<file path="src/rtl/hack_cpu_ctrl_pkg.sv">
// Shared types and instruction field positions for the Hack
// control/datapath sequencer.
package cpu_pkg;

    localparam int DEF_DATA_W = 16;
    localparam int DEF_ADDR_W = 15;

    localparam int TYPE    = 15;
    localparam int ABIT    = 12;
    localparam int CTRL_HI = 11;
    localparam int CTRL_LO = 6;
    localparam int DEST_D1 = 5;
    localparam int DEST_D2 = 4;
    localparam int DEST_D3 = 3;
    localparam int JMP_HI  = 2;
    localparam int JMP_LO  = 0;
    localparam int JMP_W   = JMP_HI - JMP_LO + 1;
    localparam int CTRL_W  = CTRL_HI - CTRL_LO + 1;

    typedef enum logic [2:0] {
        FETCH,
        DECODE,
        MREAD,
        EXEC,
        MWRITE
    } state_t;

endpackage

</file>
<file path="src/rtl/hack_cpu_ctrl_jump_cond.sv">
// Jump resolution from the jjj field and the ALU flags.
module jump_cond
    import cpu_pkg::*;
(
    input  logic [JMP_W-1:0] jjj,
    input  logic             zr,
    input  logic             ng,
    output logic             taken
);

    logic pos;

    assign pos   = ~ng & ~zr;
    assign taken = (jjj[2] & ng)
                 | (jjj[1] & zr)
                 | (jjj[0] & pos);

endmodule

</file>
<file path="src/rtl/hack_cpu_ctrl.sv">
// Multi-cycle Hack sequencer: PC/A/D state, fetch, decode, M access
// and jump resolution; the ALU is an external combinational sibling.
module hack_cpu_ctrl
    import cpu_pkg::*;
#(
    parameter int DATA_W = DEF_DATA_W,
    parameter int ADDR_W = DEF_ADDR_W
)
(
    input  logic              i_clk,
    input  logic              i_rst_n,
    output logic              o_imem_req,
    output logic [ADDR_W-1:0] o_imem_addr,
    input  logic              i_imem_ack,
    input  logic [DATA_W-1:0] i_instr,
    output logic              o_dmem_req,
    output logic              o_dmem_we,
    output logic [ADDR_W-1:0] o_dmem_addr,
    output logic [DATA_W-1:0] o_dmem_wdata,
    input  logic              i_dmem_ack,
    input  logic [DATA_W-1:0] i_dmem_rdata,
    output logic [DATA_W-1:0] o_alu_x,
    output logic [DATA_W-1:0] o_alu_y,
    output logic [CTRL_W-1:0] o_alu_ctrl,
    input  logic [DATA_W-1:0] i_alu_out,
    input  logic              i_alu_zr,
    input  logic              i_alu_ng,
    output logic [ADDR_W-1:0] o_pc,
    output logic [DATA_W-1:0] o_areg,
    output logic [DATA_W-1:0] o_dreg
);

    state_t            state;
    logic [ADDR_W-1:0] pc;
    logic [DATA_W-1:0] areg;
    logic [DATA_W-1:0] dreg;
    logic [DATA_W-1:0] ir;
    logic [DATA_W-1:0] mlat;
    logic              dm_req;
    logic              dm_we;
    logic [ADDR_W-1:0] dm_addr;
    logic [DATA_W-1:0] dm_wdata;

    logic              exec;
    logic              taken;
    logic [ADDR_W-1:0] a_addr;
    logic [ADDR_W-1:0] pc_inc;

    assign exec   = (state == EXEC);
    assign a_addr = areg[ADDR_W-1:0];
    assign pc_inc = pc + ADDR_W'(1);

    jump_cond u_jump_cond (
        .jjj   (ir[JMP_HI:JMP_LO]),
        .zr    (i_alu_zr),
        .ng    (i_alu_ng),
        .taken (taken)
    );

    // Gated by reset so a sampled reset drops the fetch at once.
    assign o_imem_req  = i_rst_n & (state == FETCH);
    assign o_imem_addr = pc;

    assign o_dmem_req   = dm_req;
    assign o_dmem_we    = dm_we;
    assign o_dmem_addr  = dm_addr;
    assign o_dmem_wdata = dm_wdata;

    assign o_alu_ctrl = exec ? ir[CTRL_HI:CTRL_LO] : '0;
    assign o_alu_x    = exec ? dreg : '0;
    assign o_alu_y    = !exec     ? '0
                      : ir[ABIT] ? mlat
                      :            areg;

    assign o_pc   = pc;
    assign o_areg = areg;
    assign o_dreg = dreg;

    always_ff @(posedge i_clk) begin
        if (!i_rst_n) begin
            state    <= FETCH;
            pc       <= '0;
            areg     <= '0;
            dreg     <= '0;
            ir       <= '0;
            mlat     <= '0;
            dm_req   <= 1'b0;
            dm_we    <= 1'b0;
            dm_addr  <= '0;
            dm_wdata <= '0;
        end else begin
            unique case (state)
                FETCH: begin
                    if (i_imem_ack) begin
                        ir    <= i_instr;
                        state <= DECODE;
                    end
                end
                DECODE: begin
                    if (!ir[TYPE]) begin
                        areg  <= ir;
                        pc    <= pc_inc;
                        state <= FETCH;
                    end else if (ir[ABIT]) begin
                        dm_req  <= 1'b1;
                        dm_we   <= 1'b0;
                        dm_addr <= a_addr;
                        state   <= MREAD;
                    end else begin
                        state <= EXEC;
                    end
                end
                MREAD: begin
                    if (i_dmem_ack) begin
                        mlat   <= i_dmem_rdata;
                        dm_req <= 1'b0;
                        state  <= EXEC;
                    end
                end
                EXEC: begin
                    // Write address and jump target both use A before d1.
                    dm_addr  <= a_addr;
                    dm_wdata <= i_alu_out;
                    if (ir[DEST_D1]) areg <= i_alu_out;
                    if (ir[DEST_D2]) dreg <= i_alu_out;
                    pc <= taken ? a_addr : pc_inc;
                    if (ir[DEST_D3]) begin
                        dm_req <= 1'b1;
                        dm_we  <= 1'b1;
                        state  <= MWRITE;
                    end else begin
                        state <= FETCH;
                    end
                end
                MWRITE: begin
                    if (i_dmem_ack) begin
                        dm_req <= 1'b0;
                        dm_we  <= 1'b0;
                        state  <= FETCH;
                    end
                end
                default: state <= FETCH;
            endcase
        end
    end

endmodule

</file>
<file path="config.mk">
export PLATFORM = sky130hd
export DESIGN_NAME = hack_cpu_ctrl
export DESIGN_NICKNAME = d
export VERILOG_FILES = /design/src/rtl/hack_cpu_ctrl_pkg.sv /design/src/rtl/hack_cpu_ctrl_jump_cond.sv /design/src/rtl/hack_cpu_ctrl.sv
export SDC_FILE = /design/constraint.sdc
export NUM_CORES = 1
export LEC_CHECK = 0
export ABC_CLOCK_PERIOD_IN_PS = 3630
export CAP_MARGIN = 20
export CORE_MARGIN = 2
export CORE_UTILIZATION = 48
export DETAILED_ROUTE_END_ITERATION = 7
export PLACE_DENSITY = 0.85
export SLEW_MARGIN = 10
export SYNTH_ARGS = -nofsm -noshare
export SYNTH_HDL_FRONTEND = slang
export SYNTH_SLANG_ARGS = --single-unit
</file>
<file path="constraint.sdc">
create_clock -name i_clk -period 3.63 [get_ports i_clk]
set_input_delay 1.089 -clock i_clk [delete_from_list [all_inputs] [get_ports i_clk]]
set_output_delay 1.089 -clock i_clk [all_outputs]
set_load 0.1 [all_outputs]
</file>
== After elaboration in Yosys (flattened, before gate mapping) ==
Cells that the tools add are included.

* Register bits: 115
* Input bits: 54
* Word-level logic and storage cells: 75
* Output and inout bits: 134

* Equality and inequality tests: 13
* Mux-type cells: 28
* Bitwise gates (word level): 9
* Reduce and logical (&&, ||, !) cells: 14
* Add/subtract/negate cells: 1

{| class="wikitable"
|+ Operator list
! operator !! number
|-
| 2-to-1 mux 16 bit || 5
|-
| 2-to-1 mux 15 bit || 4
|-
| case mux 15 bit (2 select lines) || 2
|-
| case mux 16 bit (2 select lines) || 1
|-
| inequality test 2 bit (second input constant) || 8
|-
| adder 15 x 1 -> 15 bit (second input constant) || 1
|-
| case mux 3 bit (5 select lines) || 1
|-
| 2-to-1 mux 3 bit || 4
|-
| AND reduction 5 bit || 2
|-
| AND reduction 3 bit || 3
|-
| AND reduction 2 bit || 4
|-
| 2-to-1 mux 1 bit || 7
|-
| equality test 3 x 2 -> 1 bit (second input constant) || 2
|-
| 2-to-1 mux 6 bit || 1
|-
| case mux 1 bit (3 select lines) || 2
|-
| nonzero test 3 bit || 2
|-
| bitwise AND 1 bit || 5
|-
| equality test 3 x 1 -> 1 bit (second input constant) || 1
|-
| equality test 3 bit (second input constant) || 1
|-
| zero test 3 bit || 1
|-
| 2-to-1 mux 2 bit || 1
|-
| inequality test 2 x 1 -> 1 bit (second input constant) || 1
|-
| inverter 1 bit || 2
|-
| bitwise OR 1 bit || 2
|-
| other kinds (2) || 2
|}

== Depth between registers and ports, before layout ==
Gate-level depths: netlist (run 1).

* Word-level depth: 6
* Depth in mapped cells: 8
* Mapped depth without buffers: 5

== Cells and area by module ==
A second synthesis (run 1) with hierarchy kept.

* Cells, all modules: 637
* Area total of the unflattened synthesis: 5112.4 sq um

{| class="wikitable"
|+ By module, submodules not included
! module !! area an instance (sq um) !! seq. area each (sq um) !! instances !! cells an instance
|-
| hack_cpu_ctrl || 5094.9 || 2302.2 || 1 || 635
|-
| jump_cond || 17.5 || 0.0 || 1 || 2
|}

== Worst setup path before layout (run 1) ==
Ideal clock, no wire load.

* Kind: input-to-output
* From: input port i_rst_n
* To: output port o_imem_req
* Setup slack: -654 ps
* Stages: 2
* Data arrival time: 3195 ps
* Cell sequence: nand2b_1 > nor3_1

* Word-level cells in the longest chain between the ends: 1

{| class="wikitable"
|+ RTL lines
! item !! line !! RTL
|-
| start: declaration || hack_cpu_ctrl.sv:11 || <nowiki>input logic i_rst_n,</nowiki>
|-
| bitwise AND 1 bit || hack_cpu_ctrl.sv:61 || <nowiki>assign o_imem_req = i_rst_n & (state == FETCH);</nowiki>
|-
| end: declaration || hack_cpu_ctrl.sv:12 || <nowiki>output logic o_imem_req,</nowiki>
|}

No other way between the ends.

== Worst setup path in the final report (run 1) ==
* From: register state[1]
* To: output port o_alu_ctrl[3]

* Word-level cells in the longest chain between the ends: 2

{| class="wikitable"
|+ RTL lines
! item !! line !! RTL
|-
| start: declaration || hack_cpu_ctrl.sv:33 || <nowiki>state_t state;</nowiki>
|-
| start signal: assignment || hack_cpu_ctrl.sv:81 || <nowiki>state <= FETCH;</nowiki>
|-
| start signal: assignment || hack_cpu_ctrl.sv:96 || <nowiki>state <= DECODE;</nowiki>
|-
| start signal: assignment || hack_cpu_ctrl.sv:103 || <nowiki>state <= FETCH;</nowiki>
|-
| equality test 3 x 2 -> 1 bit || hack_cpu_ctrl.sv:49 || <nowiki>assign exec = (state == EXEC);</nowiki>
|-
| 2-to-1 mux 6 bit || hack_cpu_ctrl.sv:69 || <nowiki>assign o_alu_ctrl = exec ? ir[CTRL_HI:CTRL_LO] : '0;</nowiki>
|-
| end: declaration || hack_cpu_ctrl.sv:24 || <nowiki>output logic [CTRL_W-1:0] o_alu_ctrl,</nowiki>
|}

No other way between the ends.

==> results of run 1 <==
registers in the layout, summed over array words and instances, names as in the netlist:
register,cells
o_dmem_we,1
o_dreg,16
o_imem_addr,15
o_areg,16
o_dmem_req,1
ir,16
state,3
o_dmem_addr,15
o_dmem_wdata,16
mlat,16
worst paths after layout:
kind / to / slack (ps) / cells after the start
worst min-delay path: mlat[12] / 460 / 2
worst min register to register: mlat[12] / 460 / 2
worst max-delay path: o_alu_ctrl[3] / 310 / 3
worst max register to register: o_imem_addr[13] / 1200 / 6
layout make-up:
cell class,instances,area [µm²],area share [%]
repair buffers,196,2100,27.4
multi-input cells,467,2530,32.9
clock buffers,18,418,5.43
flip-flops and latches,115,2300,29.9
inverters,1,3.75,0.0488
clock inverters,14,163,2.12
well taps,136,170,2.21
layout by cell type, fill, tap and decap left out, types with 3 or more instances in the layout:
cell type and count:
nand2_1 164, dfxtp_1 115, buf_4 103, a21oi_1 81
clkdlybuf4s50_1 53, mux2i_1 43, buf_12 40, nor2_1 37
and2_1 25, o21ai_0 19, a31oi_1 17, clkbuf_16 16
o22ai_1 10, nand3_1 8, nand4_1 7, nand3b_1 6
clkinv_2 5, nor2b_1 4, nor4_1 4, clkinvlp_4 4
nand2b_1 3, and4_1 3, bufinv_16 3
logic make-up (layout without fill, tap and decap cells):
group | Yosys count | in the layout
buf+inv | 63 | 229
xor+xnor | 1 | 1
simple gates | 284 | 284
flops | 115 | 115
fa+ha+maj | 1 | 1
mux | 44 | 44
compound gates | 137 | 137
critical path, stage by stage (launching register included):
cell and delay (ps):
dfxtp_1 690, and3b_2 580, and2_1 260, buf_12 190
power by group:
group | switching (W) | internal, W
sequential | 0.0000506 | 0.00129
clock | 0.000595 | 0.00104
combinational | 0.000255 | 0.000120
total | 0.000901 | 0.00245
stage by stage:
| step | std cells | worst slack, ps | total power [W] | area (µm²) | utilization (%) |
|---|---|---|---|---|---|
| CTS | 947 | 31.3 | 0.00335 | 7690 | 74.1 |
| global placement | 915 | 471 | 0.00173 | 7110 | 68.5 |
| floorplan | 645 | 118 | 0.00159 | 5150 | - |
| detailed placement | 915 | 456 | 0.00174 | 7110 | 68.5 |
| global route | 947 | 224 | 0.00344 | 7690 | 74.2 |
| finish | 947 | 306 | 0.00335 | 7690 | 74.2 |
repair_timing:
action	4_1_cts	5_1_grt
endpoints found under the setup margin	0	22
hold buffers	0	0
resized for setup	0	1
routing by layer:
metal,routed length (µm),share of wire (%),track usage (%),vias up
met3,1470,8.3,6.11,48
met1,6840,39,38.2,2593
li1,-,-,-,2504
met5,0,0,0,-
met4,650,3.7,11.1,0
met2,8700,49,51.9,296
==> key figures, run 1 <==
Status
  • Status: finished clean

Floorplan
  • Chip height: 108 µm
  • Core area: 10400 µm²
  • Die X: 108 µm
  • Rows: 37
  • # IOs: 188
  • Initial core utilization: 49.6%
  • Die area: 11600 µm²

Logic synthesis
  • Main combinational cell family by area after synthesis: simple AND/OR/NAND/NOR gates
  • Synth Area in Simple Gates: 25.4%
  • Async S/R FF share, synth: 0%
  • Yosys Warn Count: 0
  • Syn Nets: 700
  • Avg Cell Area, Syn: 7.98 µm²
  • Count leader, synth: nand2_1
  • Post-synth cell types: 48
  • Syn Std Cell Area: 5140 µm²
  • Area share of the largest cell type after synthesis: 44.7%
  • Mux contribution to synthesized area: 8.58%
  • Register bit count reported by yosys: 115
  • Sequential-to-total area share from yosys stat: 44.7%
  • Post-synthesis compound-gate area fraction: 14.6%
  • Largest cells by area after synthesis: dfxtp_1, nand2_1, mux2i_1, a21oi_1, and2_1
  • Synth cell count leaders: nand2_1, dfxtp_1, a21oi_1
  • Synth Area in Adders: 0.243%
  • Synth Flop Type: dfxtp_1
  • XOR/XNOR Fraction of Synth Area: 0.170%
  • Gate Count Post-Synth: 645
  • Synth area leader: dfxtp_1
  • Post-synth EDFFs: 0

Run
  • Max-Cap Viols: 0

Min path
  • HP Start: mlat[12]
  • Min-Delay Path Class: reg2reg

Routing
  • Antenna viol nets, final: 0
  • Vias: 5441
  • DRT Pass-1 Iters: 6
  • Post-DR wirelength/cell: 18.6 µm
  • Routed vias/inst: 5.75
  • # DRC: 0
  • Total wire length after detailed routing: 17700 µm
  • First DRT Iteration DRCs: 484

STA
  • Worst hold slack: 457 ps
  • Final Hold Viols: 0
  • Setup TNS: 0 ps
  • Max Freq: 301 MHz
  • Worst slew pin tran: 1110 ps
  • Relative slew slack: 25.9%
  • Slew Viols, Final: 0
  • RSZ-0062 raised after global routing: no
  • Final setup vio count: 0
  • Fin crit share: 91.6%
  • Minimum clock period: 3320 ps
  • Clock Skews: 7.16 ps

Power and ir drop
  • Pwr/cell area: 436 nW/µm²
  • Worst VDD drop: 365 µV
  • P_leak: 2.95 nW

Clocking
  • Clk buf depth: 2
  • Reg clk slew, reported paths: 60 ps
  • Clk root buf: clkbuf_8
  • Total CTS buffers: 17
  • Post-CTS Setup Bufs: 0
  • Later-pin clock latency in the skew report: 510 ps
  • Num Clock Sinks: 115
  • Clock tree from TritonCTS: built
  • Htree depth: 4

Global routing
  • Number of global-route vias before repair: 5365
  • Total congestion overflow: 0
  • Total global-route track usage: 30.5%
  • Initial antenna violation count: 0
  • Largest net degree at the start of global routing: 76
  • First-pass GRT wire length: 27600 µm

Layout
  • Fill cell count: 766
  • Share of cells above drive strength 1: 22.6%
  • Area Overhead vs Synth: 49.5%
  • Ant diodes: 0
  • Fin nets: 853

Setup path
  • Startpoint types: flop
  • Setup CP Type: reg2out
  • Setup crit start: state[1]
  • Critical-path maximum fanout: 26
  • Worst r2r src: state[1]
  • CP endpoint kind: output port
  • CP required: 2540 ps
  • WP data arrival: 2230 ps

Place
  • Routability cong.: 0.836
  • PortBufs: 187
  • HPWL after detailed placement: 11900 µm
Power figures use the tool's default switching activity.
==> run 2, diff against run 1 <==
--- a/config.mk
+++ b/config.mk
@@ -5,12 +5,12 @@
 export SDC_FILE = /design/constraint.sdc
 export NUM_CORES = 1
 export LEC_CHECK = 0
-export ABC_CLOCK_PERIOD_IN_PS = 3630
+export ABC_CLOCK_PERIOD_IN_PS = 3700
 export CAP_MARGIN = 20
-export CORE_MARGIN = 2
-export CORE_UTILIZATION = 48
+export CORE_UTILIZATION = 45
 export DETAILED_ROUTE_END_ITERATION = 7
-export PLACE_DENSITY = 0.85
+export PLACE_DENSITY = 0.81
+export REMOVE_ABC_BUFFERS = 1
 export SLEW_MARGIN = 10
 export SYNTH_ARGS = -nofsm -noshare
 export SYNTH_HDL_FRONTEND = slang
==> constraint.sdc (replaced) <==
create_clock -name i_clk -period 3.7 [get_ports i_clk]
set_input_delay 1.11 -clock i_clk [delete_from_list [all_inputs] [get_ports i_clk]]
set_output_delay 1.11 -clock i_clk [all_outputs]
set_load 0.1 [all_outputs]
==> run 2 against run 1 <==
Net effect: power up 4.1%; design area about the same; clock skew shrank 0.71 ps; clock power rose by 10%; die area rose by 2.6%; sequential share of layout area barely moved; setup slack improved by 97 ps; critical path type is now in2out; highest routed layer unchanged.
==> key figures, run 2 (same netlist as run 1, synthesis figures left out) <==
Layout
  • Most common cell after layout, fill and taps aside: nand2_1
  • Ant diodes: 0 (unchanged)
  • Share of cells above drive strength 1: 22.7% (+0.095 points)
  • Design area: 7700 µm² (about the same)
  • Final cell count without fillers: 952 (+0.53%)
  • Commonest cells after routing, fill and taps aside: nand2_1, dfxtp_1, buf_4
  • Fin nets: 854 (+0.12%)
  • Area Overhead vs Synth: 49.6% (about the same)

Min path
  • Worst hold stages: 2 (unchanged)
  • Min-Delay Path Class: reg2reg

Global routing
  • Number of global-route vias before repair: 5058 (-5.7%)
  • Total global-route track usage: 28.1% (-2.4 points)
  • Total congestion overflow: 0 (unchanged)
  • First-pass GRT wire length: 25400 µm (-8.0%)
  • Initial antenna violation count: 0 (unchanged)
  • Largest net degree at the start of global routing: 43 (-43%)

Clocking
  • Post-CTS sizing: 0 (unchanged)
  • Clock tree from TritonCTS: built
  • Htree depth: 4 (unchanged)
  • Later-pin clock latency in the skew report: 410 ps (-100 ps)
  • Clk buf depth: 2 (unchanged)
  • Post-CTS Setup Bufs: 0 (unchanged)
  • Total CTS buffers: 17 (unchanged)
  • Reg clk slew, reported paths: 50 ps (about the same)
  • Num Clock Sinks: 115 (unchanged)
  • Hold buffers post-CTS: 0 (unchanged)
  • Clk root buf: clkbuf_16

Floorplan
  • Core area: 11000 µm² (+5.9%)
  • # IOs: 188 (unchanged)
  • Die X: 109 µm (+1.3%)
  • Chip height: 109 µm (+1.3%)
  • Die area: 11900 µm² (+2.6%)
  • Initial core utilization: 46.8% (-2.8 points)
  • Rows: 38 (+2.7%)

STA
  • RSZ-0062 raised after global routing: no
  • Worst slew pin tran: 1020 ps (-89.7 ps)
  • Setup TNS: 0 ps (unchanged)
  • Max Freq: 303 MHz
  • Fin crit share: 89.1%
  • Worst hold slack: 456 ps (-1.85 ps)
  • Minimum clock period: 3300 ps
  • Relative slew slack: 31.9% (+6.1 points)
  • Slew Viols, Final: 0 (unchanged)
  • Final Hold Viols: 0 (unchanged)
  • Clock Skews: 6.45 ps (-0.710 ps)
  • Final setup vio count: 0 (unchanged)

Setup path
  • CP max-delay cell: clkdlybuf4s50_1
  • Reg2reg path depth: 5 (-1)
  • WP data arrival: 2190 ps (-40 ps)
  • CP peak stage delay: 480 ps (-210 ps)
  • CP top delay family: buffers and inverters
  • Critical-path maximum fanout: 3 (-88%)
  • Setup CP Type: in2out
  • Worst-path cell chain: clkdlybuf4s50_1 > nand2b_1 > nor3_1 > buf_12
  • Stages on worst setup path: 4 (+1)
  • Startpoint types: primary input
  • WP buf/inv: 2 (+1)
  • CP required: 2590 ps (+50 ps)
  • CP endpoint kind: output port

Power and ir drop
  • P_leak: 2.98 nW (+0.79%)
  • Final Power: 0.00349 W (+4.1%)
  • Worst VDD drop: 251 µV (-31%)
  • Pwr/cell area: 453 nW/µm² (+4.0%)

Place
  • Placed cells: 919 (+0.44%)
  • PortBufs: 187 (unchanged)
  • Placed Area: 7030 µm² (-1.2%)
  • HPWL after detailed placement: 11300 µm (-4.3%)
  • Routability cong.: 0.876 (+4.7%)

Routing
  • Routed vias/inst: 5.56 (-3.2%)
  • First DRT Iteration DRCs: 371 (-23%)
  • Vias: 5294 (-2.7%)
  • Post-DR wirelength/cell: 17.1 µm (-8.1%)
  • DRT Pass-1 Iters: 5 (-1)
  • Antenna viol nets, final: 0 (unchanged)
  • # DRC: 0 (unchanged)
  • Total wire length after detailed routing: 16300 µm (-7.6%)

Status
  • Status: finished clean

Run
  • Max-Cap Viols: 0 (unchanged)
run 2: changes by cell type in the layout (fill, tap and decap cells not counted), sizes merged:
cell	delta
bufinv	+2
clkinvlp	-2
buf	+1
clkbuf	-1
inv	+1
run 2: report_power, final:
group | internal, W | switching (W) | leakage (nW)
sequential | 0.00127 | 0.0000458 | 0.931
combinational | 0.000117 | 0.000247 | 1.73
clock | 0.00120 | 0.000610 | 0.314
run 2: layout make-up:
class	instances	area (µm²)
clock inverter	15	231
fill	879	3290
clock buffer	17	425
timing repair buffer	197	2030
sequential	115	2300
inverter	1	3.75
multi-input combinational	467	2530
tap	140	175
run 2: worst paths after layout:
kind / end / slack, ps / start
setup reg to reg: o_dreg[0] / 1360 / state[1]
setup / recovery: o_imem_req / 400 / i_rst_n
hold reg to reg: o_dmem_wdata[13] / 460 / o_dmem_wdata[13]
hold / removal: o_dmem_wdata[13] / 460 / o_dmem_wdata[13]
run 2: per-stage QoR:
stage / utilization (%) / setup slack (ps)
6_report: 70.1 / 403
5_1_grt: 70.1 / 314
4_1_cts: 69.9 / 396
3_5_place_dp: 64.0 / 406
3_3_place_gp: 64.0 / 402
2_1_floorplan: - / -626
run 2: metal layers:
layer,global-route usage (%),routed length (µm),share of wire [%],vias up
li1,-,-,-,2498
met1,33.0,6590,40,2511
met2,46.8,8050,49,253
met3,8.07,1280,7.8,32
met4,13.5,396,2.4,0
met5,0,0,0,-
run 2: tightest hold or removal path, delay by kind of cell, from the launching register on:
kind / cells / cell delay, ps
DFF: 1 / 310
and+or+nand+nor: 1 / 50
AOI/OAI and AO/OA: 1 / 50
